===== config.mk =====
export PLATFORM = sky130hd
export DESIGN_NAME = layer_sequencer
export DESIGN_NICKNAME = d
export VERILOG_FILES = /design/src/rtl/layer_sequencer.sv
export SDC_FILE = /design/constraint.sdc
export NUM_CORES = 1
export LEC_CHECK = 0
export CAP_MARGIN = 5
export CORE_UTILIZATION = 40
export DETAILED_ROUTE_END_ITERATION = 8
export SLEW_MARGIN = 20
export SYNTH_ARGS = -nofsm -noshare
export SYNTH_HDL_FRONTEND = slang
export SYNTH_SLANG_ARGS = --single-unit

===== constraint.sdc =====
create_clock -name clk -period 26.8 [get_ports clk]
set_clock_uncertainty 0.2 [all_clocks]
set_input_delay 5.36 -clock clk [delete_from_list [all_inputs] [get_ports clk]]
set_output_delay 5.36 -clock clk [all_outputs]
set_load 0.02 [all_outputs]

===== src/rtl/layer_sequencer.sv =====
// CNN layer sequencer: run-time programmable per-layer config table, steps the datapath
// through a run with start_layer/done_layer handshakes, plus abort, single-step and error flags.
module layer_sequencer #(
  parameter int unsigned MAX_LAYER = 16,
  parameter int unsigned AW        = 22,
  parameter int unsigned SIZE_W    = 9,
  parameter int unsigned CH_W      = 11,
  parameter int unsigned LW        = $clog2(MAX_LAYER + 1),
  parameter int unsigned CFG_W     = SIZE_W + 2*CH_W + 7 + 2*AW
) (
  input  logic              clk,
  input  logic              rst,
  input  logic              start_cnn,
  input  logic [LW-1:0]     cfg_num_layer,
  input  logic              step_mode,
  input  logic              step_go,
  input  logic              abort,
  input  logic              done_layer,
  input  logic              cfg_we,
  input  logic [LW-1:0]     cfg_addr,
  input  logic [CFG_W-1:0]  cfg_wdata,
  output logic              start_layer,
  output logic              done_cnn,
  output logic              aborted,
  output logic              cfg_err,
  output logic              busy,
  output logic [LW-1:0]     count_layer,
  output logic [SIZE_W-1:0] ifm_size,
  output logic [CH_W-1:0]   ifm_channel,
  output logic [1:0]        kernel_size,
  output logic [CH_W-1:0]   num_filter,
  output logic              maxpool_mode,
  output logic [1:0]        maxpool_stride,
  output logic              upsample_mode,
  output logic [AW-1:0]     start_write_addr,
  output logic [AW-1:0]     start_read_addr
);

  // Stored width of one layer entry; any bits of cfg_wdata above it are spare.
  localparam int unsigned TBL_W = SIZE_W + 2*CH_W + 6 + 2*AW;
  localparam int unsigned IW    = (MAX_LAYER > 1) ? $clog2(MAX_LAYER) : 1;

  localparam logic [2:0] S_IDLE  = 3'd0;
  localparam logic [2:0] S_FETCH = 3'd1;
  localparam logic [2:0] S_ISSUE = 3'd2;
  localparam logic [2:0] S_RUN   = 3'd3;
  localparam logic [2:0] S_PAUSE = 3'd4;
  localparam logic [2:0] S_DONE  = 3'd5;

  logic [2:0]       state, state_nxt;
  logic [IW-1:0]    idx;
  logic [LW-1:0]    num_q;
  logic [TBL_W-1:0] cfg_q;
  logic [TBL_W-1:0] tbl [MAX_LAYER];

  logic num_ok, start_ok, wr_ok, err_nxt, last_layer, halt;

  if (CFG_W > TBL_W) begin : g_spare
    logic [CFG_W-TBL_W-1:0] unused_spare;
    assign unused_spare = cfg_wdata[CFG_W-1:TBL_W];
  end

  assign {ifm_size, ifm_channel, kernel_size, num_filter, maxpool_mode,
          maxpool_stride, upsample_mode, start_write_addr, start_read_addr} = cfg_q;

  // Next-state and strobe decode; abort overrides every other transition.
  always_comb begin
    num_ok     = (cfg_num_layer != '0) && (cfg_num_layer <= LW'(MAX_LAYER));
    start_ok   = (state == S_IDLE) && start_cnn && num_ok;
    wr_ok      = cfg_we && (state == S_IDLE) && (cfg_addr < LW'(MAX_LAYER));
    err_nxt    = (cfg_we && !wr_ok) || ((state == S_IDLE) && start_cnn && !num_ok);
    last_layer = ((LW'(idx) + LW'(1)) == num_q);
    halt       = abort && (state != S_IDLE);
    state_nxt  = state;
    case (state)
      S_IDLE:  if (start_ok) state_nxt = S_FETCH;
      S_FETCH: state_nxt = S_ISSUE;
      S_ISSUE: state_nxt = S_RUN;
      S_RUN: begin
        if (done_layer) begin
          if (last_layer)     state_nxt = S_DONE;
          else if (step_mode) state_nxt = S_PAUSE;
          else                state_nxt = S_FETCH;
        end
      end
      S_PAUSE: if (step_go) state_nxt = S_FETCH;
      S_DONE:  state_nxt = S_IDLE;
      default: state_nxt = S_IDLE;
    endcase
    if (halt) state_nxt = S_IDLE;
  end

  // Pulses trail the state that produces them by one cycle.
  always_ff @(posedge clk) begin
    if (rst) begin
      state       <= S_IDLE;
      idx         <= '0;
      num_q       <= '0;
      cfg_q       <= '0;
      count_layer <= '0;
      start_layer <= 1'b0;
      done_cnn    <= 1'b0;
      aborted     <= 1'b0;
      cfg_err     <= 1'b0;
      busy        <= 1'b0;
    end else begin
      state       <= state_nxt;
      busy        <= (state_nxt != S_IDLE);
      start_layer <= (state == S_ISSUE) && !abort;
      done_cnn    <= (state == S_DONE) && !abort;
      aborted     <= halt;
      cfg_err     <= err_nxt;
      if (start_ok) begin
        num_q <= cfg_num_layer;
        idx   <= '0;
      end
      if ((state == S_FETCH) && !abort) begin
        cfg_q       <= tbl[idx];
        count_layer <= LW'(idx) + LW'(1);
      end
      if ((state == S_RUN) && done_layer && !abort && !last_layer)
        idx <= idx + IW'(1);
    end
  end

  // Table contents survive reset by design.
  always_ff @(posedge clk) begin
    if (wr_ok && !rst)
      tbl[cfg_addr[IW-1:0]] <= cfg_wdata[TBL_W-1:0];
  end

endmodule


==> results of run 1 <==
==> metal layers <==
metal | global-route usage, % | share of wire [%] | vias up
li1 | - | - | 10410
met1 | 24.36 | 42 | 13200
met2 | 31.40 | 51 | 631
met3 | 4.055 | 5.6 | 170
met4 | 4.319 | 1.7 | 16
met5 | 0 | 0.087 | -
==> registers in the layout, indices dropped and copies added (netlist names) <==
signal / flops
cfg_q: 81
state: 3
num_q: 5
start_layer: 1
tbl: 1296
count_layer: 5
done_cnn: 1
cfg_err: 1
idx: 4
aborted: 1
busy: 1
==> worst reg2reg max path, cell delays in order (launching register included) <==
cell	delay (ps)
dfxtp_1	470
nor3_1	470
nand3_1	340
or3_1	560
nor2_4	130
buf_4	790
buf_4	820
==> cells in the final DEF (no fill, tap or decap), types with 3 or more instances in the layout <==
master,n
buf_4,52
or2_2,6
nand2_1,9
nor2_4,13
o21ai_1,15
clkdlybuf4s50_1,189
a21oi_1,89
nor2_1,100
nor3_2,4
diode_2,4
bufinv_16,7
o21ai_0,67
xnor2_1,5
nand2b_1,4
clkbuf_16,147
clkbuf_1,43
inv_6,5
clkinv_4,3
mux4_2,324
clkinvlp_4,3
dfxtp_1,100
xor2_1,3
edfxtp_1,1296
inv_16,4
clkinv_1,15
nand3_1,10
dfxtp_4,3
mux2i_1,167
clkbuf_8,14
clkinv_2,18
==> through the flow <==
step	power, uW	hold WS, ps	std cells	utilization, %	cell area [um2]
2_1_floorplan	2466	284.0	2374	-	52390
3_3_place_gp	2518	259.1	4235	43.49	56390
3_5_place_dp	2524	257.8	4235	43.49	56390
4_1_cts	4459	266.1	4496	47.04	60980
5_1_grt	4549	288.0	4498	47.04	60990
6_report	4413	272.9	4500	47.05	60990
==> report_power, final <==
part	switching, uW	internal [uW]
combinational	51.5	24.7
sequential	5.06	2400
clock	814	1120
==> area by class of cell <==
type / instances / area share, %
antenna: 4 / 0.01641
clock buffer: 204 / 6.611
clock inverter: 57 / 0.9210
inverter: 2 / 0.01231
multi-input combinational: 850 / 17.89
sequential: 1399 / 67.20
tap: 1742 / 3.573
timing repair buffer: 242 / 3.774
==> worst paths after layout <==
path / startpoint / to / slack (ps) / depth (start not counted)
hold / removal: count_layer[4] / count_layer[4] / 270 / 2
hold reg to reg: count_layer[4] / count_layer[4] / 270 / 2
setup reg to reg: state[2] / tbl[3][79] / 22630 / 6
setup / recovery: rst / tbl[3][79] / 17910 / 7
==> cell families after synthesis <==
logic type               after synthesis  share of synthesized area (%)
flip-flops                          1399                          78.22
AND/OR/NAND/NOR                      167                          1.455
AO/OA/AOI/OAI                        182                          1.834
adder cells (fa/ha/maj)                2                        0.04537
multiplexers                         491                          17.12
XOR/XNOR                               8                         0.1337
buffers and inverters                125                          1.192
==> flow_metrics.env, run 1 <==
export IMPL_synth_edf_count=1296
export IMPL_drive_gt1_share_pct=22.29
export IMPL_period_needed_ps=8893
export IMPL_num_rows=132
export IMPL_fillerInstances=10610
export IMPL_track_usage_pct=18.53
export IMPL_p_per_area_nw_per_um2=72.36
export IMPL_remaining_drc_errors=0
export IMPL_num_io_pins=191
export IMPL_ys_top_cells_by_area="edfxtp_1 74%, mux4_2 14%, dfxtp_1 3.9%"
export IMPL_multi_input_area_um2=10910
export IMPL_drtPass1Iterations=5
export IMPL_ff_latch_area_um2=40990
export IMPL_gp_congestion=0.7310
export IMPL_ir_drop_mv=0.05778
export IMPL_worstSetupPathType="primary input to flip-flop"
export IMPL_syn_area_um2=52390
export IMPL_rsz0062_at_grt="no"
export IMPL_drtAntennaViolNets=0
export IMPL_fin_ws_ps=17910
export IMPL_synth_avg_cell_area_um2=22.07
export IMPL_floorplan_initialDensity_pct=40.41
export IMPL_tightest_slew_ps=1086
export IMPL_numClockSinks=1399
export IMPL_cp_end_kind="flip-flop"
export IMPL_die_area_um2=132400
export IMPL_vias=24420
export IMPL_io_buffers=189
export IMPL_clkSlewWorstSetupHoldPaths_ps=60
export IMPL_antenna_found_initial=14
export IMPL_yosys_area_top_type="edfxtp_1"
export IMPL_dp_final_hpwl_mm=58.58
export IMPL_tns_ps=0
export IMPL_die_height_um=363.9
export IMPL_drv_slew=0
export IMPL_fin_crit_sh_pct=33.18
export IMPL_grt_pass1_vias=25810
export IMPL_cts_tree="yes"
export IMPL_cts_path_max_buffers=3
export IMPL_cpMostUsedCell="buf_4"
export IMPL_cts_root_buffer="clkbuf_16"
export IMPL_yosysMostFrequentCell="edfxtp_1"
export IMPL_hold_viol_final=0
export IMPL_pre_cts_ws_ps=17080
export IMPL_path_cells="clkdlybuf4s50_1, nor2_1, nand3_1, or3_1, nor2_4, buf_4, buf_4"
export IMPL_synthToLayoutAreaGrowth_pct=16.43
export IMPL_arrival_ps=9080
export IMPL_fmax_ghz=0.1125
export IMPL_ys_types=48
export IMPL_core_area_um2=129600
export IMPL_status="complete, no violations"
export IMPL_cp_start_kind="primary input"
export IMPL_synthCells=2374
export IMPL_synth_main_ff_cell="edfxtp_1"
export IMPL_overflow=0
export IMPL_totalWireLength_mm=121.2
export IMPL_yosysSeqAreaShare_pct=78.22
export IMPL_grt_max_degree=92
export IMPL_worst_path_buf_inv=3
export IMPL_post_drt_via_cell_ratio=5.426
export IMPL_routedWlPerCell_um=26.93
export IMPL_ys_ff_latch=1399
export IMPL_crit_family="buffers and inverters"
export IMPL_cts_setup_buffers=0
export IMPL_die_w_um=363.9
export IMPL_crit_path_max_fanout=45
export IMPL_cts_resized_gates=0
export IMPL_worstPathRequired_ps=26980
export IMPL_hp_class="flip-flop to flip-flop"
export IMPL_syn_nets=2475
export IMPL_cap_violations=0
export IMPL_clkLatencyLatePin_ps=760
export IMPL_synthArstFlopShare_pct=0
export IMPL_drt_first_iter_violations=2180
export IMPL_yosysWarnings=0
export IMPL_netlist_area_leader_share_pct=74.29
export IMPL_crit_slowest_cell="clkdlybuf4s50_1"
export IMPL_grt_first_pass_wirelength_mm=175.3
export IMPL_ys_top_cells_by_count="1296 x edfxtp_1, 324 x mux4_2, 167 x mux2i_1"
export IMPL_finalSetupViolCount=0
export IMPL_final_nets=2740
export IMPL_relSlewSlack_pct=27.58
export IMPL_htree_levels=4
export IMPL_cts_hold_buf=0
export IMPL_slowest_delay_ps=850
export IMPL_numCtsBuffers=144
export IMPL_p_leak_uw=0.01819
No activity file was read; power rests on OpenSTA's default activity.
==> run 2, diff against run 1 <==
==> constraint.sdc (replaced) <==
create_clock -name clk -period 8.8 [get_ports clk]
set_clock_uncertainty 0.2 [all_clocks]
set_input_delay 1.76 -clock clk [delete_from_list [all_inputs] [get_ports clk]]
set_output_delay 1.76 -clock clk [all_outputs]
set_load 0.02 [all_outputs]
==> run 2 against run 1 <==
  * Worst hold slack hardly changed
  * Power grew to 3.1 times the previous value
  * Via count is 1.2% lower
  * Sequential share of layout area is 0.40 points lower
  * Cell count is 0.31% higher
  * Largest power group unchanged
  * Highest routed layer unchanged
==> flow_metrics.env, run 2 (synthesized netlist as in run 1, its figures left out) <==
export IMPL_status="complete, no violations"
export IMPL_fin_crit_sh_pct=55.91
export IMPL_r2r_end="cfg_q[1]"
export IMPL_clkLatencyLatePin_ps=750
export IMPL_relSlewSlack_pct=24.72
export IMPL_arrival_ps=5090
export IMPL_cts_root_buffer="clkbuf_16"
export IMPL_p_switching_uw=2701
export IMPL_worstSetupPathType="primary input to flip-flop"
export IMPL_clkPwrFrac_pct=44.3
export IMPL_p_leak_uw=0.01834
export IMPL_vias=24120
export IMPL_overflow=0
export IMPL_die_area_um2=132400
export IMPL_cts_setup_buffers=0
export IMPL_numClockSinks=1399
export IMPL_drv_slew=0
export IMPL_die_w_um=363.9
export IMPL_drt_first_iter_violations=2156
export IMPL_drtAntennaViolNets=0
export IMPL_rsz0062_at_grt="no"
export IMPL_final_nets=2747
export IMPL_clkSlewWorstSetupHoldPaths_ps=60
export IMPL_cts_resized_gates=0
export IMPL_period_needed_ps=4920
export IMPL_tns_ps=0
export IMPL_power_uw=13550
export IMPL_cp_start_kind="primary input"
export IMPL_grt_pass1_vias=25600
export IMPL_synthToLayoutAreaGrowth_pct=17.13
export IMPL_layout_common_cells="1296 x edfxtp_1, 324 x mux4_2, 189 x clkdlybuf4s50_1"
export IMPL_final_area_um2=61360
export IMPL_tightest_slew_ps=1129
export IMPL_totalWireLength_mm=119.3
export IMPL_cap_violations=0
export IMPL_dp_cells=4239
export IMPL_place_area_um2=56590
export IMPL_routedWlPerCell_um=26.44
export IMPL_track_usage_pct=18.14
export IMPL_largest_register_ffs=1296
export IMPL_num_rows=132
export IMPL_cts_path_max_buffers=3
export IMPL_fmax_ghz=0.2033
export IMPL_switching_share_pct=19.94
export IMPL_antenna_found_initial=16
export IMPL_min_from="cfg_q[44]"
export IMPL_num_io_pins=191
export IMPL_worstPathRequired_ps=8970
export IMPL_core_area_um2=129600
export IMPL_min_path_cells=2
export IMPL_post_drt_via_cell_ratio=5.344
export IMPL_remaining_drc_errors=0
export IMPL_seqPwrFrac_pct=54.0
export IMPL_htree_levels=4
export IMPL_drtPass1Iterations=7
export IMPL_grt_first_pass_wirelength_mm=172.8
export IMPL_whs_endpoint="cfg_q[44]"
export IMPL_hp_class="flip-flop to flip-flop"
export IMPL_io_buffers=189
export IMPL_dp_final_hpwl_mm=61.17
export IMPL_numCtsBuffers=145
export IMPL_ir_drop_mv=0.1601
export IMPL_final_util_pct=47.33
export IMPL_cp_end_kind="flip-flop"
export IMPL_grt_max_degree=99
export IMPL_gp_congestion=0.7308
export IMPL_floorplan_initialDensity_pct=40.41
export IMPL_finalSetupViolCount=0
export IMPL_reg2reg_slack_ps=4950
export IMPL_cts_hold_buf=0
export IMPL_final_common_cell="edfxtp_1"
export IMPL_intPower_uw=10850
export IMPL_p_comb_share_pct=1.7
export IMPL_p_per_area_nw_per_um2=220.8
export IMPL_cts_tree="yes"
export IMPL_hold_viol_final=0
export IMPL_die_height_um=363.9
export IMPL_crit_path_max_fanout=27
export IMPL_reg2reg_depth=7
export IMPL_r2r_start="idx[0]"
export IMPL_fillerInstances=10590
export IMPL_drive_gt1_share_pct=22.52
export IMPL_fin_cells=4514
-- run 2: cell count changes in the layout (fill, tap and decap cells not counted), sizes merged --
cell      previous run  this run
clkinvlp             3         2
bufinv               7         9
clkbuf             204       197
buf                 53        59
clkinv              38        51
diode                4         5
-- run 2: stage by stage --
stage | setup slack (ps) | hold slack, ps
floorplan | 130.6 | 284.0
global placement | 2801 | 258.0
detailed placement | 3033 | 264.8
CTS | 3807 | 274.6
global route | 3721 | 290.9
finish | 3880 | 273.2
-- run 2: worst max-delay path by stage --
stage,from,endpoint,slack [ps],depth (start not counted)
final,rst,tbl[1][47],3880,7
after global routing,rst,tbl[12][67],3720,8
after CTS,rst,tbl[10][68],3810,7
after detailed placement,rst,tbl[10][68],3030,7
after global placement,rst,tbl[1][0],2800,6
after floorplan,cfg_addr[4],tbl[0][0],130,4
-- run 2: routing by layer --
layer  routed length [um]  track usage, %
met5                  134               0
met4                 2506           4.989
met3                 5779           3.608
met2                61280           31.44
met1                49650           23.17
-- run 2: cell type report --
| cell class | count | area, um2 | share of cell area, % |
|---|---|---|---|
| diodes | 5 | 12.51 | 0.02039 |
| multi-input cells | 850 | 10910 | 17.78 |
| flip-flops and latches | 1399 | 40990 | 66.80 |
| clock inverters | 71 | 729.5 | 1.189 |
| clock buffers | 197 | 3986 | 6.496 |
| well taps | 1742 | 2180 | 3.552 |
| repair buffers | 248 | 2546 | 4.149 |
| inverters | 2 | 7.507 | 0.01223 |
-- run 2: power groups by stage --
| stage | sequential, uW | combinational [uW] | clock (uW) |
|---|---|---|---|
| after floorplan | 7460 | 48.4 | 0 |
| final | 7310 | 232 | 6010 |
| after detailed placement | 7450 | 234 | 0 |
| after global placement | 7450 | 219 | 0 |
| after global routing | 7310 | 251 | 6380 |
| after CTS | 7310 | 235 | 6140 |
-- run 2: worst max-delay path: stages --
cell             delay, ps
clkdlybuf4s50_1        850
nor2_1                 270
nand3_1                270
or3_1                  560
nor2_4                 580
buf_16                 240
buf_4                  490
